===== src/rtl/somador_bcd_pkg.sv =====
// -----------------------------------------------------------------------------
// somador_bcd_pkg
// Shared types and constants for the single-digit BCD adder (somador_bcd_1)
// and its combinational digit cell (bcd_digit_add).
// -----------------------------------------------------------------------------
package somador_bcd_pkg;

    localparam int         BCD_W    = 4;
    localparam logic [3:0] BCD_MAX  = 4'd9;
    localparam logic [3:0] BCD_CORR = 4'd6;

    typedef logic [BCD_W-1:0] bcd_digit_t;

    typedef struct packed {
        bcd_digit_t tens;
        bcd_digit_t units;
    } bcd_pair_t;

endpackage


===== src/rtl/bcd_digit_add.sv =====
// -----------------------------------------------------------------------------
// bcd_digit_add
// Combinational single-digit BCD adder using decimal (+6) correction.
// Ports:
//   a, b   : addend digits (0..9 nominal; 10..15 tolerated)
//   cin    : decimal carry-in
//   units  : s mod 10
//   tens   : s / 10 (0..3 when non-BCD digits are applied)
//   cout   : 1 when s >= 10
// -----------------------------------------------------------------------------
module bcd_digit_add
    import somador_bcd_pkg::*;
(
    input  bcd_digit_t a,
    input  bcd_digit_t b,
    input  logic       cin,
    output bcd_digit_t units,
    output bcd_digit_t tens,
    output logic       cout
);

    logic [4:0] sum_bin;
    logic [1:0] decades;
    logic [5:0] corr;
    logic [5:0] sum_corr;

    always_comb begin
        sum_bin = {1'b0, a} + {1'b0, b} + {4'b0000, cin};

        // Binary sum tops out at 31, so up to three decades can occur with
        // non-BCD digits. Each decade needs one +6 to skip the codes 10..15.
        if (sum_bin >= 5'd30) begin
            decades = 2'd3;
        end else if (sum_bin >= 5'd20) begin
            decades = 2'd2;
        end else if (sum_bin >= 5'd10) begin
            decades = 2'd1;
        end else begin
            decades = 2'd0;
        end

        corr     = {2'b00, BCD_CORR} * {4'b0000, decades};
        sum_corr = {1'b0, sum_bin} + corr;

        units = sum_corr[3:0];
        tens  = {2'b00, decades};
        cout  = (sum_bin > {1'b0, BCD_MAX});
    end

endmodule


===== src/rtl/somador_bcd_1.sv =====
// -----------------------------------------------------------------------------
// somador_bcd_1
// Single-digit BCD adder with a one-cycle registered output stage.
// Ports:
//   clk       : system clock, rising edge
//   rst       : synchronous active-high reset (priority over in_valid)
//   in_valid  : qualifies A/B/C_in
//   A, B      : BCD addend digits
//   C_in      : decimal carry-in
//   out_valid : one-cycle pulse, saida/carry hold a new result
//   saida     : packed BCD sum {tens, units}
//   carry     : decimal carry-out (sum >= 10)
//   err       : only with SOMADOR_BCD_CHECK_EN defined; flags an accepted
//               non-BCD digit, forcing saida/carry to zero
// Optional build macro: SOMADOR_BCD_CHECK_EN
// -----------------------------------------------------------------------------
module somador_bcd_1
    import somador_bcd_pkg::*;
(
    input  logic       clk,
    input  logic       rst,
    input  logic       in_valid,
    input  logic [3:0] A,
    input  logic [3:0] B,
    input  logic       C_in,
    output logic       out_valid,
    output logic [7:0] saida,
    output logic       carry
`ifdef SOMADOR_BCD_CHECK_EN
    ,
    output logic       err
`endif
);

    bcd_digit_t units_c;
    bcd_digit_t tens_c;
    logic       cout_c;
    bcd_pair_t  pair_c;

    bcd_digit_add u_digit_add (
        .a     (A),
        .b     (B),
        .cin   (C_in),
        .units (units_c),
        .tens  (tens_c),
        .cout  (cout_c)
    );

    assign pair_c = '{tens: tens_c, units: units_c};

`ifdef SOMADOR_BCD_CHECK_EN
    logic bad_digit;
    assign bad_digit = (A > BCD_MAX) || (B > BCD_MAX);

    always_ff @(posedge clk) begin
        if (rst) begin
            out_valid <= 1'b0;
            saida     <= 8'h00;
            carry     <= 1'b0;
            err       <= 1'b0;
        end else begin
            out_valid <= in_valid;
            if (in_valid) begin
                err <= bad_digit;
                if (bad_digit) begin
                    saida <= 8'h00;
                    carry <= 1'b0;
                end else begin
                    saida <= pair_c;
                    carry <= cout_c;
                end
            end
        end
    end
`else
    always_ff @(posedge clk) begin
        if (rst) begin
            out_valid <= 1'b0;
            saida     <= 8'h00;
            carry     <= 1'b0;
        end else begin
            out_valid <= in_valid;
            if (in_valid) begin
                saida <= pair_c;
                carry <= cout_c;
            end
        end
    end
`endif

endmodule


===== config.mk =====
export PLATFORM = sky130hd
export DESIGN_NAME = somador_bcd_1
export DESIGN_NICKNAME = d
export VERILOG_FILES = /design/src/rtl/somador_bcd_pkg.sv /design/src/rtl/bcd_digit_add.sv /design/src/rtl/somador_bcd_1.sv
export SDC_FILE = /design/constraint.sdc
export NUM_CORES = 1
export LEC_CHECK = 0
export ABC_AREA = 1
export BUFFER_PORTS_ARGS = -buffer_cell sky130_fd_sc_hd__buf_2
export CORE_AREA = 2 2 39 41
export DETAILED_ROUTE_END_ITERATION = 8
export DIE_AREA = 0 0 41 43
export GPL_TIMING_DRIVEN = 1
export PLACE_DENSITY = 0.73
export SLEW_MARGIN = 20
export SYNTH_ARGS = -nofsm -noshare
export SYNTH_HDL_FRONTEND = slang
export SYNTH_SLANG_ARGS = --single-unit

===== constraint.sdc =====
create_clock -name clk -period 2.9 [get_ports clk]
set_input_delay 0.58 -clock clk [delete_from_list [all_inputs] [get_ports clk]]
set_output_delay 0.58 -clock clk [all_outputs]
set_load 0.01 [all_outputs]

==> impl_metrics.ini <==
[power_and_ir_drop]
irDropWorstVdd_mv = 0.1708
p_sw_frac = 0.3472
p_comb_frac = 0.417
power_uw = 366.2
power_density_nw_per_um2 = 495.2
power_frac_clock = 0.227
intPower_uw = 239.1
p_switching_uw = 127.1
pwr-share-seq = 0.356
p_leak_uw = 0.0004377

[worst_setup_path]
crit_arrival_ps = 2810
path_cells = buf_2 -> fa_1 -> inv_1 -> fa_1 -> xor2_2 -> nand2_1 -> nand3_1 -> nand2_1 -> nand3_1 -> nand2_1 -> ha_1 -> fa_1 -> nand3_1 -> nand2_1 -> nor2_1 -> nor2_1
worst-path-max-fanout = 3
cpLargestDelayFamily = adder cells
cp.required_ps = 3050
cp_common_cell = nand2_1
slowest_delay_ps = 430
critPathSlowestCell = fa_1
r2r_slack_ps = 2250
cp_num_buf_inv = 2
cp-end-kind = flop
worst_setup_path_start_kind = input pin
path_class = input pin to flop

[timing]
period_needed_ps = 2664
finalCritPeriodShare = 0.9185
slew_viol_final = 0
postLayoutSetupSlackWorst_ps = 236.5
fmax_ghz = 0.3754
setup_viol_count_final = 0
hold_viol_final = 0
rsz0062_at_grt = false
skew_ps = 0

[synth]
postSynthCellCount = 89
ys_seq_area_frac = 0.2718
synthesis.area_um2 = 589.3
ys_ff_latch = 8
synth.distinct_cells = 16
yosys_warnings = 0
avgSynthCellArea_um2 = 6.622

[layout]
mostFrequentLayoutCell = nand2_1
fin_area_um2 = 739.5
layout.nets = 132
syn_to_final_growth_pct = 25.48
drive_gt1_frac = 0.2432
layout_common_cells = 20 x nand2_1, 19 x buf_2, 16 x inv_1
num_antenna_cells = 0

[grt]
antenna_found_initial = 0
grt_overflow = 0
grt_pass1_wl_um = 1773
grt_pass1_vias = 505
grt_max_degree = 12
grt_usage = 0.1472

[detailed_routing]
drtPass1Iterations = 4
vias = 585
drt-total-wl_um = 1049
drt-vias-per-instance = 4.606
detail_route.wl_per_cell_um = 8.260
remaining_drc_errors = 0
drt-initial-drc-count = 8
ant_nets = 0

[floorplanning]
die_w_um = 41
initial_core_util = 0.4259
coreArea_um2 = 1384
die_area_um2 = 1763
floorplan.io_pins = 22
chipHeight_um = 43
num_rows = 14

[cts]
cts_buffers = 3
root_buffer = clkbuf_4
cts_sinks = 8
cts_max_path_buffers = 2
cts_tree = built
insertion_delay_ps = 250
cts_max_level = 1
path_clk_slew_ps = 50

[placed_design]
dpl_worst_slack_ps = -50.39
place_area_um2 = 706.9
dp_hpwl_um = 832.1
port_buffers = 19
gp_congestion = 0.7757

[run_status]
status = completed

[worst_hold_path]
min_path_type = flop to flop

[job]
maxCapViolCount = 0
[final cells by class]
class,instances,area [um2]
clock buffers,3,22.52
well taps,16,20.02
fillers,149,644.4
multi-input cells,62,359.1
repair buffers,22,117.6
inverters,16,60.06
flip-flops and latches,8,160.2
[worst register-to-register path: cells and delay by family, from the launching register on]
family | cells | cell delay [ps]
DFF | 1 | 300
and+or+nand+nor | 2 | 120
AOI/OAI and AO/OA | 1 | 70
buffers and inverters | 1 | 50
[logic make-up (layout without fill, tap and decap cells)]
family / count (synthesis) / in the layout / share of synthesized area
buffers and inverters: 20 / 41 / 0.1422
XOR/XNOR: 1 / 1 / 0.01486
AO/OA/AOI/OAI: 7 / 7 / 0.06368
adder cells (fa/ha/maj): 7 / 7 / 0.1868
flip-flops: 8 / 8 / 0.2718
other: 1 / 2 / 0.006363
AND/OR/NAND/NOR: 45 / 45 / 0.3142
[timing repair]
item                       4_1_cts  5_1_grt
hold buffers                     0        0
hold endpoints to repair         0        0
setup endpoints to repair        0        1
resized for setup                0        2
setup buffers                    0        0
[metal layers]
| layer | global-route usage | up-vias | wire length, um |
|---|---|---|---|
| met4 | 0.1000 | 0 | 15 |
| li1 | - | 314 | - |
| met3 | 0.03141 | 2 | 52 |
| met1 | 0.1564 | 252 | 447 |
| met5 | 0 | - | 0 |
| met2 | 0.2406 | 17 | 533 |
[metrics by stage]
| stage | std cells | setup TNS [ps] | hold WS (ps) | util |
|---|---|---|---|---|
| 3_5_place_dp | 124 | -82.52 | 451.6 | 0.5109 |
| 2_1_floorplan | 90 | 0 | 483.1 | - |
| 3_3_place_gp | 124 | -24.14 | 444.3 | 0.5109 |
| 4_1_cts | 127 | 0 | 458.7 | 0.5271 |
| 5_1_grt | 127 | 0 | 496.7 | 0.5344 |
| 6_report | 127 | 0 | 454.8 | 0.5344 |
[cell usage after synthesis, drive strengths merged]
master	number	area [um2]
a21oi	5	25.02
buf	3	20.01
clkbuf	1	3.750
conb	1	3.750
dfxtp	8	160.2
fa	3	60.06
ha	4	50.05
inv	16	60.06
nand2	20	75.07
nand3	11	55.05
nand4	1	6.260
nor2	13	48.80
o21ai	1	5.000
o21bai	1	7.510
xor2	1	8.760
[state kept, by name, indices dropped and copies added, names as in the netlist]
| register | count |
|---|---|
| carry | 1 |
| saida | 6 |
| out_valid | 1 |
[worst paths after layout]
path / start / end / depth (start not counted)
setup / recovery: A[0] / saida[3]$_SDFFE_PP0P_ / 16
hold / removal: saida[1]$_SDFFE_PP0P_ / saida[1]$_SDFFE_PP0P_ / 2
setup reg to reg: carry$_SDFFE_PP0P_ / carry$_SDFFE_PP0P_ / 4
hold reg to reg: saida[1]$_SDFFE_PP0P_ / saida[1]$_SDFFE_PP0P_ / 2
[power by group through the flow]
stage               Combinational (uW)  Clock [uW]  Sequential, uW
finish                             153        83.1             130
global route                       178        95.6             133
CTS                                150        86.9             130
detailed placement                 149           0             133
global placement                   147           0             132
floorplan                         98.1           0             140
No activity file was read; power rests on OpenSTA's default activity.
